[src/rtl/dcache_line_mover_pkg.sv]
// Shared definitions for the D-cache line mover: geometry constants and FSM encoding.
package dcache_line_mover_pkg;

  localparam int LINE_W   = 128;
  localparam int WORD_W   = 32;
  localparam int INDEX_W  = 6;
  localparam int OFFSET_W = 2;
  localparam int TAG_LSB  = 10;

  typedef enum logic [1:0] {
    IDLE = 2'd0,
    WB   = 2'd1,
    FILL = 2'd2,
    DONE = 2'd3
  } mover_state_t;

  function automatic int tag_width(input int pabits);
    return pabits - TAG_LSB;
  endfunction

endpackage

[src/rtl/dcache_wrap_counter.sv]
// 2-bit word counter that starts at a loaded base and flags the last word before wrapping back to it.
module dcache_wrap_counter
  import dcache_line_mover_pkg::*;
(
  input  logic                clock,
  input  logic                reset,
  input  logic                load,
  input  logic [OFFSET_W-1:0] load_value,
  input  logic                inc,
  output logic [OFFSET_W-1:0] count,
  output logic                at_base,
  output logic                wrap
);

  logic [OFFSET_W-1:0] base_q;
  logic [OFFSET_W-1:0] count_q;

  always_ff @(posedge clock or negedge reset) begin
    if (!reset) begin
      base_q  <= '0;
      count_q <= '0;
    end else if (load) begin
      base_q  <= load_value;
      count_q <= load_value;
    end else if (inc) begin
      count_q <= count_q + 2'd1;
    end
  end

  assign count   = count_q;
  assign at_base = (count_q == base_q);
  // Last word of the sweep: one more increment lands back on the base.
  assign wrap    = ((count_q + 2'd1) == base_q);

endmodule

[src/rtl/dcache_line_mover.sv]
// Memory-side engine for one D-cache line: optional dirty-line writeback, then critical-word-first fill.
// Memory handshake: a request (Mem_Read or Mem_Write) with its address/data is held until Mem_Ready is seen high in the same cycle.
module dcache_line_mover
  import dcache_line_mover_pkg::*;
#(
  parameter int PABITS = 36
) (
  input  logic                      clock,
  input  logic                      reset,
  input  logic                      Start,
  input  logic                      DoWriteback,
  input  logic                      DoFill,
  input  logic [INDEX_W-1:0]        Index,
  input  logic [OFFSET_W-1:0]       Offset,
  input  logic [PABITS-TAG_LSB-1:0] FillTag,
  input  logic [PABITS-TAG_LSB-1:0] WbTag,
  input  logic [LINE_W-1:0]         WbLine,
  output logic                      Busy,
  output logic                      Done,
  output logic [INDEX_W-1:0]        LineIndex,
  output logic [OFFSET_W-1:0]       LineOffset,
  output logic [WORD_W-1:0]         LineIn,
  output logic                      FillLine,
  output logic                      CriticalWord,
  output logic [PABITS-3:0]         Mem_Address,
  output logic                      Mem_Read,
  output logic                      Mem_Write,
  output logic [WORD_W-1:0]         Mem_DataOut,
  input  logic [WORD_W-1:0]         Mem_DataIn,
  input  logic                      Mem_Ready
);

  mover_state_t state, next_state;

  logic [INDEX_W-1:0]        idx_q;
  logic [OFFSET_W-1:0]       off_q;
  logic [PABITS-TAG_LSB-1:0] fill_tag_q;
  logic [PABITS-TAG_LSB-1:0] wb_tag_q;
  logic [LINE_W-1:0]         line_q;
  logic                      do_fill_q;

  logic [INDEX_W-1:0]        line_index_q;
  logic [OFFSET_W-1:0]       line_offset_q;
  logic [WORD_W-1:0]         line_in_q;
  logic                      fill_line_q;
  logic                      crit_q;

  logic                      cnt_load;
  logic [OFFSET_W-1:0]       cnt_base;
  logic                      cnt_inc;
  logic [OFFSET_W-1:0]       cnt;
  logic                      cnt_at_base;
  logic                      cnt_wrap;
  logic                      fill_accept;

  dcache_wrap_counter u_cnt (
    .clock      (clock),
    .reset      (reset),
    .load       (cnt_load),
    .load_value (cnt_base),
    .inc        (cnt_inc),
    .count      (cnt),
    .at_base    (cnt_at_base),
    .wrap       (cnt_wrap)
  );

  always_ff @(posedge clock or negedge reset) begin
    if (!reset) state <= IDLE;
    else        state <= next_state;
  end

  always_ff @(posedge clock or negedge reset) begin
    if (!reset) begin
      idx_q      <= '0;
      off_q      <= '0;
      fill_tag_q <= '0;
      wb_tag_q   <= '0;
      line_q     <= '0;
      do_fill_q  <= 1'b0;
    end else if (state == IDLE && Start) begin
      idx_q      <= Index;
      off_q      <= Offset;
      fill_tag_q <= FillTag;
      wb_tag_q   <= WbTag;
      line_q     <= WbLine;
      do_fill_q  <= DoFill;
    end
  end

  // Fill words reach the cache set one cycle after memory accepts them.
  always_ff @(posedge clock or negedge reset) begin
    if (!reset) begin
      line_index_q  <= '0;
      line_offset_q <= '0;
      line_in_q     <= '0;
      fill_line_q   <= 1'b0;
      crit_q        <= 1'b0;
    end else begin
      fill_line_q <= fill_accept;
      crit_q      <= fill_accept && cnt_at_base;
      if (fill_accept) begin
        line_index_q  <= idx_q;
        line_offset_q <= cnt;
        line_in_q     <= Mem_DataIn;
      end
    end
  end

  assign fill_accept = (state == FILL) && Mem_Ready;

  always_comb begin
    next_state  = state;
    cnt_load    = 1'b0;
    cnt_base    = off_q;
    cnt_inc     = 1'b0;
    Mem_Read    = 1'b0;
    Mem_Write   = 1'b0;
    Mem_Address = '0;
    Mem_DataOut = '0;
    Done        = 1'b0;
    case (state)
      IDLE: begin
        if (Start) begin
          cnt_load = 1'b1;
          cnt_base = DoWriteback ? 2'd0 : Offset;
          if (DoWriteback) next_state = WB;
          else if (DoFill) next_state = FILL;
          else             next_state = DONE;
        end
      end
      WB: begin
        Mem_Write   = 1'b1;
        Mem_Address = {wb_tag_q, idx_q, cnt};
        Mem_DataOut = line_q[{cnt, 5'b0} +: WORD_W];
        if (Mem_Ready) begin
          cnt_inc = 1'b1;
          if (cnt_wrap) begin
            if (do_fill_q) begin
              next_state = FILL;
              cnt_load   = 1'b1;
              cnt_base   = off_q;
            end else begin
              next_state = DONE;
            end
          end
        end
      end
      FILL: begin
        Mem_Read    = 1'b1;
        Mem_Address = {fill_tag_q, idx_q, cnt};
        if (Mem_Ready) begin
          cnt_inc = 1'b1;
          if (cnt_wrap) next_state = DONE;
        end
      end
      DONE: begin
        Done       = 1'b1;
        next_state = IDLE;
      end
      default: next_state = IDLE;
    endcase
  end

  assign Busy         = (state == WB) || (state == FILL);
  assign LineIndex    = line_index_q;
  assign LineOffset   = line_offset_q;
  assign LineIn       = line_in_q;
  assign FillLine     = fill_line_q;
  assign CriticalWord = crit_q;

endmodule

[config.mk]
export PLATFORM = sky130hd
export DESIGN_NAME = dcache_line_mover
export DESIGN_NICKNAME = d
export VERILOG_FILES = /design/src/rtl/dcache_line_mover_pkg.sv /design/src/rtl/dcache_wrap_counter.sv /design/src/rtl/dcache_line_mover.sv
export SDC_FILE = /design/constraint.sdc
export NUM_CORES = 1
export LEC_CHECK = 0
export BUFFER_PORTS_ARGS = -buffer_cell sky130_fd_sc_hd__buf_2
export CAP_MARGIN = 5
export CORE_AREA = 2 2 146 162
export DETAILED_ROUTE_END_ITERATION = 12
export DIE_AREA = 0 0 148 164
export PLACE_DENSITY = 0.73
export SLEW_MARGIN = 20
export SYNTH_ARGS = -nofsm -noshare
export SYNTH_HDL_FRONTEND = slang
export SYNTH_SLANG_ARGS = --single-unit
[constraint.sdc]
create_clock -name clock -period 2 [get_ports clock]
set_input_delay 0.2 -clock clock [delete_from_list [all_inputs] [get_ports clock]]
set_output_delay 0.2 -clock clock [all_outputs]
set_load 0.03 [all_outputs]
==> out/results.ini <==
[timing]
fin_ws_ns = -0.287
rsz0062_at_grt = yes
hold_ws_ns = 0.0745
final.min_clock_period_ns = 2.29
hold_viol_final = 0
fin_setup_tns_ns = -11.45
max_freq_mhz = 437
tightest_slew_ns = 0.441
skew_ns = 0.00606
setup_violations = 66
fin_crit_sh = 1.14
drv_slew = 0
relSlewSlack = 0.706

[hold_path]
hold_path.class = in -> reg

[cells_and_area]
finalCoreUtilization = 0.747
layout-drive-gt1-share = 0.364
fillers = 1332
syn_to_final_growth_pct = 61.9
nNetsFinal = 1883
final_cell_mix = nand2_1 (565), buf_2 (269), dfrtp_1 (234), dlygate4sd3_1 (223), buf_6 (75)
layout_commonest_cell = nand2_1
final_cells = 1975

[worst_setup_path]
cp_data_required_time_ns = 1.80
critPathKind = reg -> out
cp_max_fo = 8
end_kind = output pin
worstPathArrival_ns = 2.09
cp-start-kind = flop

[routing]
vias = 10400
vias_per_cell = 5.27
drt_iter0_drc = 752
drt_pass1_iterations = 5
final_antenna_net_count = 0
route.final.wire_length_um = 37100
wire_per_inst_um = 18.8
drc = 0

[yosys]
ys_seq_area_frac = 0.568
synth.distinct_cells = 32
syn_area_sq_um = 10400
yosys_register_bits = 237
synth_edf_count = 0
synthFlopType = dfrtp_1
synthArstFlopShare = 1.00
synth_warnings = 0
synth_nets = 1314
synth_area_per_cell_sq_um = 9.65
synthCells = 1083

[status]
status = finished, violations left
violations = setup timing

[cts]
cts.path.max_buffers = 3
clock_sinks = 237
ctsHtreeMaxLevel = 1
clk_latency_ns = 0.52
cts-buffers-inserted = 25
clkSlewWorstSetupHoldPaths_ns = 0.06
cts_tree = yes
cts-root-buf = clkbuf_16

[placed_design]
gp_congestion = 0.841
numPortBuffers = 337
dp_cells = 1676
hpwl_um = 18800

[pwr]
p_per_area_nw_per_um2 = 1590
p_total_mw = 26.9
max-vdd-ir-drop_mv = 0.843
p_leak_nw = 8.60

[floorplan]
floorplan.rows = 58
die_h_um = 164
design.core.area_sq_um = 22600
top_level_ports = 338
die_width_um = 148
start_util = 0.461
die_area_sq_um = 24300

[global_route]
grt_pass1_vias = 11200
overflow = 0
grt_first_pass_wirelength_um = 57500
track_usage = 0.302
antenna_found_initial = 3
grt_start_max_net_pins = 95

[flow_run]
max_cap_violations = 0

## report_power, final
part / internal, mW / switching (mW)
sequential: 7.06 / 1.54
combinational: 6.33 / 7.20
clock: 2.81 / 1.94
total: 16.2 / 10.7
## kinds of logic after synthesis
| group | count (synthesis) | synth area share |
|---|---|---|
| compound gates | 42 | 0.0275 |
| xor+xnor | 2 | 0.00240 |
| fa+ha+maj | 5 | 0.00599 |
| buf+inv | 74 | 0.0284 |
| flops | 237 | 0.568 |
| mux | 76 | 0.116 |
| simple gates | 647 | 0.252 |
## what timing repair did
item / CTS / global route
endpoints found under the hold margin: 461 / 0
setup endpoints to repair: 68 / 68
resized for setup: 227 / 9
buffers inserted: 19 / 4
hold buffers: 223 / 0
cloned: 5 / 3
pin swaps: 55 / 12
## synth_stat cells, types with 2 or more instances
cell,number,area share
buf_2,3,0.0014
buf_1,6,0.0022
mux4_2,32,0.069
inv_1,7,0.0025
a31oi_1,2,0.0012
nand3_1,4,0.0019
clkbuf_1,55,0.020
mux2i_1,3,0.0029
mux2_2,41,0.044
ha_1,5,0.0060
nor2b_1,27,0.016
and2_1,41,0.025
a211oi_1,2,0.0014
nand2_1,566,0.20
a22oi_1,26,0.019
buf_4,2,0.0014
a21oi_1,4,0.0019
nand2b_1,2,0.0012
dfrtp_1,237,0.57
o21ai_0,6,0.0029
## critical path, stage by stage, from the launching register on
cell and delay, ns:
dfrtp_4 0.56, buf_4 0.16, mux4_2 0.54, and2_4 0.17, buf_6 0.13
## registers in the layout, indices dropped and copies added (netlist names)
register	flops
wb_tag_q	26
u_cnt.base_q	2
LineIn	32
do_fill_q	1
LineOffset	2
off_q	2
FillLine	1
fill_tag_q	26
idx_q	6
u_cnt.count	2
state	2
LineIndex	6
line_q	128
CriticalWord	1
## through the flow
stage | cell area (sq um) | setup slack (ns)
after floorplan | 10500 | -0.0153
after global placement | 12700 | 0.181
after detailed placement | 12700 | 0.154
after CTS | 16800 | -0.339
after global routing | 16900 | -0.364
final | 16900 | -0.287
## worst paths after layout
check | from | to | slack, ns | depth (start not counted)
max in group asynchronous | reset | line_q[68]$_DFFE_PN0P_ | 1.15 | 3
min reg2reg | line_q[85]$_DFFE_PN0P_ | line_q[85]$_DFFE_PN0P_ | 0.47 | 2
max | u_cnt.count[0]$_DFFE_PN0P_ | Mem_DataOut[31] | -0.29 | 4
max reg2reg | u_cnt.count[0]$_DFFE_PN0P_ | state[0]$_DFFE_PN0P_ | 0.09 | 6
min in group asynchronous | reset | wb_tag_q[11]$_DFFE_PN0P_ | 0.15 | 2
min | Start | u_cnt.base_q[0]$_DFFE_PN0P_ | 0.07 | 3
## final cells by class
class | instances | area, sq um | share of cell area
Sequential cell | 237 | 5940 | 0.351
Timing Repair Buffer | 609 | 5140 | 0.304
Multi-Input combinational cell | 772 | 4590 | 0.271
Clock buffer | 32 | 682 | 0.0403
Tap cell | 300 | 375 | 0.0222
Clock inverter | 14 | 158 | 0.00932
Inverter | 7 | 28.8 | 0.00170
Antenna cell | 4 | 10.0 | 0.000592
## routing by layer
layer  GRT usage  part of all wire  routed length [um]
met5           0                 0                   0
met4       0.170             0.055                2030
met3      0.0603             0.072                2680
met2       0.541              0.52               19200
met1       0.336              0.36               13200
No activity file was read; power rests on OpenSTA's default activity.
